$ cat config.mk
export PLATFORM = sky130hd
export DESIGN_NAME = rect_fill_plotter
export DESIGN_NICKNAME = d
export VERILOG_FILES = /design/src/rtl/rect_fill_plotter.sv
export SDC_FILE = /design/constraint.sdc
export NUM_CORES = 1
export LEC_CHECK = 0
export BUFFER_PORTS_ARGS = -buffer_cell sky130_fd_sc_hd__buf_2
export CAP_MARGIN = 20
export CORE_AREA = 2 2 85 87
export DETAILED_ROUTE_END_ITERATION = 16
export DIE_AREA = 0 0 87 89
export PLACE_DENSITY = 0.72
export SYNTH_ARGS = -nofsm -noshare
export SYNTH_HDL_FRONTEND = slang
export SYNTH_SLANG_ARGS = --single-unit
$ cat constraint.sdc
create_clock -name CLOCK_50 -period 3.6 [get_ports CLOCK_50]
set_input_delay 0.54 -clock CLOCK_50 [delete_from_list [all_inputs] [get_ports CLOCK_50]]
set_output_delay 0.54 -clock CLOCK_50 [all_outputs]
set_load 0.03 [all_outputs]
$ cat src/rtl/rect_fill_plotter.sv
// Rectangle fill pixel streamer feeding the VGA adapter: one clipped, row-major plot per unstalled cycle.
// Optional perimeter-only drawing is compiled in with `define OUTLINE_MODE_EN (adds the outline input).
module rect_fill_plotter #(
  parameter int X_W      = 8,
  parameter int Y_W      = 7,
  parameter int COLOR_W  = 3,
  parameter int SCREEN_W = 160,
  parameter int SCREEN_H = 120
) (
  input  logic               CLOCK_50,
  input  logic               Reset,
  input  logic               start,
  input  logic [X_W-1:0]     x0,
  input  logic [Y_W-1:0]     y0,
  input  logic [X_W-1:0]     width,
  input  logic [Y_W-1:0]     height,
  input  logic [COLOR_W-1:0] colour,
`ifdef OUTLINE_MODE_EN
  input  logic               outline,
`endif
  input  logic               stall,
  output logic [X_W-1:0]     x_out,
  output logic [Y_W-1:0]     y_out,
  output logic [COLOR_W-1:0] colour_out,
  output logic               plot,
  output logic               busy,
  output logic               done
);

  // Handshake: plot acts as valid and ~stall as ready; a pixel transfers on a
  // rising edge where plot=1 and stall=0, otherwise the request is held as-is.

  typedef enum logic [1:0] {IDLE, DRAW, DONE} state_t;

  localparam logic [X_W:0] SCR_W = (X_W+1)'(SCREEN_W);
  localparam logic [Y_W:0] SCR_H = (Y_W+1)'(SCREEN_H);

  state_t               state_q, state_d;
  logic [X_W-1:0]       x0_q, x0_d, x_end_q, x_end_d, x_d;
  logic [Y_W-1:0]       y0_q, y0_d, y_end_q, y_end_d, y_d;
  logic [COLOR_W-1:0]   colour_d;
  logic                 outline_q, outline_d, outline_cmd;
  logic                 plot_d, busy_d, done_d;

  logic [X_W:0]         x_sum, x_lim, x_lim_m1;
  logic [Y_W:0]         y_sum, y_lim, y_lim_m1;
  logic                 empty_cmd, interior_row;

`ifdef OUTLINE_MODE_EN
  assign outline_cmd = outline;
`else
  assign outline_cmd = 1'b0;
`endif

  // Clipped inclusive bounds, computed one bit wider so x0+width cannot wrap.
  always_comb begin
    x_sum     = {1'b0, x0} + {1'b0, width};
    y_sum     = {1'b0, y0} + {1'b0, height};
    x_lim     = (x_sum > SCR_W) ? SCR_W : x_sum;
    y_lim     = (y_sum > SCR_H) ? SCR_H : y_sum;
    x_lim_m1  = x_lim - (X_W+1)'(1);
    y_lim_m1  = y_lim - (Y_W+1)'(1);
    empty_cmd = (width == '0) || (height == '0) ||
                ({1'b0, x0} >= SCR_W) || ({1'b0, y0} >= SCR_H);
  end

  assign interior_row = outline_q && (y_out != y0_q) && (y_out != y_end_q);

  always_comb begin
    state_d   = state_q;
    x0_d      = x0_q;
    y0_d      = y0_q;
    x_end_d   = x_end_q;
    y_end_d   = y_end_q;
    outline_d = outline_q;
    x_d       = x_out;
    y_d       = y_out;
    colour_d  = colour_out;
    plot_d    = plot;
    busy_d    = busy;
    done_d    = 1'b0;
    case (state_q)
      IDLE: begin
        if (start) begin
          x0_d      = x0;
          y0_d      = y0;
          x_end_d   = x_lim_m1[X_W-1:0];
          y_end_d   = y_lim_m1[Y_W-1:0];
          outline_d = outline_cmd;
          colour_d  = colour;
          if (empty_cmd) begin
            state_d = DONE;
            done_d  = 1'b1;
          end else begin
            state_d = DRAW;
            x_d     = x0;
            y_d     = y0;
            plot_d  = 1'b1;
            busy_d  = 1'b1;
          end
        end
      end
      DRAW: begin
        if (!stall) begin
          if ((x_out == x_end_q) && (y_out == y_end_q)) begin
            state_d = DONE;
            plot_d  = 1'b0;
            busy_d  = 1'b0;
            done_d  = 1'b1;
          end else if (x_out < x_end_q) begin
            // Interior outline rows skip straight from the left edge to the right edge.
            if (interior_row && (x_out == x0_q)) x_d = x_end_q;
            else                                 x_d = x_out + X_W'(1);
          end else begin
            x_d = x0_q;
            y_d = y_out + Y_W'(1);
          end
        end
      end
      DONE: begin
        state_d = IDLE;
        busy_d  = 1'b0;
        plot_d  = 1'b0;
      end
      default: begin
        state_d = IDLE;
        plot_d  = 1'b0;
        busy_d  = 1'b0;
      end
    endcase
  end

  always_ff @(posedge CLOCK_50) begin
    if (Reset) begin
      state_q    <= IDLE;
      x0_q       <= '0;
      y0_q       <= '0;
      x_end_q    <= '0;
      y_end_q    <= '0;
      outline_q  <= 1'b0;
      x_out      <= '0;
      y_out      <= '0;
      colour_out <= '0;
      plot       <= 1'b0;
      busy       <= 1'b0;
      done       <= 1'b0;
    end else begin
      state_q    <= state_d;
      x0_q       <= x0_d;
      y0_q       <= y0_d;
      x_end_q    <= x_end_d;
      y_end_q    <= y_end_d;
      outline_q  <= outline_d;
      x_out      <= x_d;
      y_out      <= y_d;
      colour_out <= colour_d;
      plot       <= plot_d;
      busy       <= busy_d;
      done       <= done_d;
    end
  end

endmodule

==> impl.org <==
** Status
- The run finished with clean final reports.

** Finish
- Count of placed standard cells in the final layout, fillers left out :: 569
- Area used by multi-input combinational logic :: 2290 µm²
- Share of final-layout standard cells stronger than drive strength 1 :: 20.0%
- Post-route cell area :: 3910 µm²
- Synth-to-Final Area Change :: 15.8%
- The final layout contains 554 nets.
- After filler insertion, the fill cell instance count of the layout stands at 630.
- The number of antenna diodes in the final layout is 0.
- Footprint of the flip-flops and latches :: 901 µm²

** STA
- Final setup violation count :: 0
- Hold Vio Cnt, Final :: 0
- Slew at the pin closest to its max-slew limit :: 0.812 ns
- Max-slew violation total from the final report :: 0
- Worst relative slew slack :: 45.9%
- In the finished design, the share of the clock period the worst path needs comes to 92.4%.
- Setup slack closes at 0.272 ns.
- Final setup skew :: 0.0141 ns
- F_max :: 300 MHz
- Hold timing on the final database bottoms out at a slack of 0.459 ns.
- Time the final worst path needs with I/O delays and setup :: 3.33 ns

** Pwr
- Total power per unit cell area :: 440 nW/µm²
- Final total power :: 0.00172 W
- Worst ir drop on vdd :: 0.000162 V
- Leakage :: 1.69 nW

** Yosys
- In the synthesized netlist the async set-or-reset flop fraction comes to 0%.
- Part of the Yosys area used for sequential elements :: 26.7%
- After synthesis the netlist holds a flip-flop and latch count of 45.
- Among all cell types in the netlist, the one instantiated most often is nand2_1.
- The commonest cells after synthesis are 48 x nand2_1, 45 x dfxtp_1, 29 x nand3_1.
- Yosys mapped the design onto 63 distinct sky130hd cell types.
- Number of warnings issued by yosys :: 0
- For this run, the leading register cell type out of synthesis is dfxtp_1.
- Synthesized area per cell :: 7.90 µm²
- Leading cell types by total area after synthesis :: dfxtp_1 27%, ha_1 10%, nand2_1 5.3%
- Summed over all instances, the cell type with the most area after synthesis is dfxtp_1.
- The synthesized design devotes to its leading area cell type 26.7% of total area.
- Count of flip-flops with a built-in enable after synthesis :: 0
- Synthesis produced a netlist whose cell count is 427.
- Summed instance area of the synthesized netlist :: 3370 µm²
- Nets in the synthesized netlist :: 493

** GRT
- Global-route usage over all layers :: 23.4%
- Number of global-route vias before repair :: 3,101
- For met2 alone, demand over resource in global routing was 37.9%.
- met2 is the most crowded layer.
- The initial antenna violation count came to 0.
- Entering global routing, the biggest net connects 39 pins.
- Summed over all layers, the global routing overflow is 0.
- The first global-routing pass estimated 14.6 mm of wire.
- Met3 usage :: 2.77%
- GR Layer Usage met1 :: 33.0%

** Critical path
- Data on the critical path arrives at its endpoint at 3.55 ns.
- In this run the critical register-to-register path is launched from x_out[0].
- The slowest stage of the critical path belongs to the cell or4b_1.
- Worst flop-to-flop path endpoint :: y_out[0]
- Cell-by-cell trace of the critical path :: buf_2, ha_1, o211a_1, a2111o_1, o211a_1, o31ai_2, nor2_1, nand2_1, ha_1, nand2_1, or4_4, or4b_1, a31oi_1
- Worst endpoint required time :: 3.82 ns
- STA classifies the critical path startpoint as an input port.
- Endpoint class of the critical path :: flip-flop
- Slowest stage delay, CP :: 0.48 ns
- The critical path is of the input port to flip-flop type.
- Reg-to-reg setup timing slack :: 1.18 ns
- Critical path origin :: width[2]
- In this run the worst path has a maximum fanout of 4.
- R2R cell count :: 8
- In this run the worst setup path terminates at x_end_q[6].

** Die
- Horiz. Die Dim :: 87 µm
- Once the floorplan was initialized, standard cells occupied 50.2% of the core.
- The die covers 7740 µm².
- The floorplan has 30 rows.
- Die Ht :: 89 µm
- Placeable core region :: 6720 µm²
- Number of top-level pins :: 58

** CTS
- The root buffer cell chosen for the clock tree is clkbuf_8.
- Clock latency on the worst-skew pair :: 0.30 ns
- The H-tree was split into 2 levels.
- Buffers inserted to repair hold after CTS numbered 0.
- After clock tree synthesis, the clock-pin slew on the worst setup and hold paths is 0.08 ns.
- Post-CTS timing repair inserted 0 buffers for setup.
- For this design, the sink count on the clock tree is 45.
- Counting along the longest clock path gives a buffer depth of 2.
- In this run, post-CTS repair resized a total of 0 instances.
- TritonCTS built the clock tree.
- The number of clock buffers added by TritonCTS is 5.

** Placed design
- Buffers on Ports :: 57
- In this run, placement finished with an instance count of 561.
- Summed over all nets, the half-perimeter wirelength after detailed placement is 6.93 mm.
- Worst setup timing slack at the placement stage :: -0.0473 ns
- Routability congestion estimate :: 0.885
- Total cell area at the placement stage :: 3780 µm²

** Detailed routing
- Drt pass-1 iters :: 5
- Detailed Route Iter0 Violations :: 177
- In the final routed layout, each cell accounts on average for 15.8 µm.
- The routed design has 9.00 mm of wire.
- In the routed design, unresolved DRC markers number 0.
- Using the TritonRoute via totals, the vias-per-cell ratio works out to 6.01.
- The detail route stage leaves a number of antenna-violating nets equal to 0.
- Vias post-DR :: 3,417

** Worst hold path
- The path class of the tightest hold or removal check is flip-flop to flip-flop.

** Flow run
- Max-cap violations in this run came to 0.
## critical path, delay by kind of cell
family / cells / cell delay [ns]
AO/OA/AOI/OAI: 5 / 1.28
AND/OR/NAND/NOR: 5 / 1.14
buffers and inverters: 1 / 0.11
adder cells (fa/ha/maj): 2 / 0.49
## routing by layer
layer	routed length [µm]	share of wire, %
met1	4310	48
met2	4210	47
met3	375	4.2
met4	91	1.0
met5	0	0
## stage by stage
step | TNS [ns] | utilization, %
after global routing | -0.0142 | 58.1
after global placement | 0 | 56.3
after CTS | 0 | 58.1
after floorplan | 0 | -
after detailed placement | -0.0805 | 56.3
final | 0 | 58.1
## state kept, by name, summed over array words and instances, names as in the netlist
register,flops
y_out,7
x_end_q,8
colour_out,3
x0_q,8
done,1
x_out,8
busy,1
state_q,2
y_end_q,7
## where the power goes
part           internal, W  switching, W
Combinational     0.000284      0.000419
Clock             0.000226      0.000178
Sequential        0.000555     0.0000579
## kinds of logic (layout without fill, tap and decap cells)
logic type,after synthesis,count (layout),synth area share [%]
XOR/XNOR,23,23,5.97
adder cells (fa/ha/maj),29,29,11.2
flip-flops,45,45,26.7
AO/OA/AOI/OAI,125,125,25.9
AND/OR/NAND/NOR,163,163,24.6
buffers and inverters,42,104,5.64
## cells in the final DEF (no fill, tap or decap), types with 4 or more instances in the layout
cell and n:
buf_2 57, nand2_1 48, dfxtp_1 45, nand3_1 29, ha_1 27, o21ai_0 23
nor2_1 22, inv_1 22, a21oi_1 17, buf_4 17, xor2_1 15, a31oi_1 15
o211ai_1 11, a211oi_1 9, nor4_1 9, nand2b_1 8, a21o_1 8, xnor2_1 8
nor3_1 7, a311oi_1 7, clkbuf_8 6, o31ai_1 5, nand3b_1 4, or3_1 4
nor2b_1 4, or2_2 4, and2_1 4, nand4_1 4, and3_1 4
## worst min path at each step
| stage | slack, ns | end | cells after the start | start |
|---|---|---|---|---|
| final | 0.46 | x0_q[7] | 2 | x0_q[7] |
| after global routing | 0.48 | x0_q[7] | 2 | x0_q[7] |
| after CTS | 0.46 | x0_q[5] | 2 | x0_q[5] |
| after detailed placement | 0.45 | colour_out[0] | 2 | colour_out[0] |
| after global placement | 0.44 | colour_out[2] | 2 | colour_out[2] |
| after floorplan | 0.43 | x0_q[1] | 2 | x0_q[1] |
## final cells by class
cell class / count / share of cell area, %
inverters: 22 / 2.11
flip-flops and latches: 45 / 23.1
repair buffers: 74 / 10.6
clock inverters: 2 / 0.961
well taps: 80 / 2.56
clock buffers: 6 / 2.11
multi-input cells: 340 / 58.6
(Power assumes the default switching activity.)
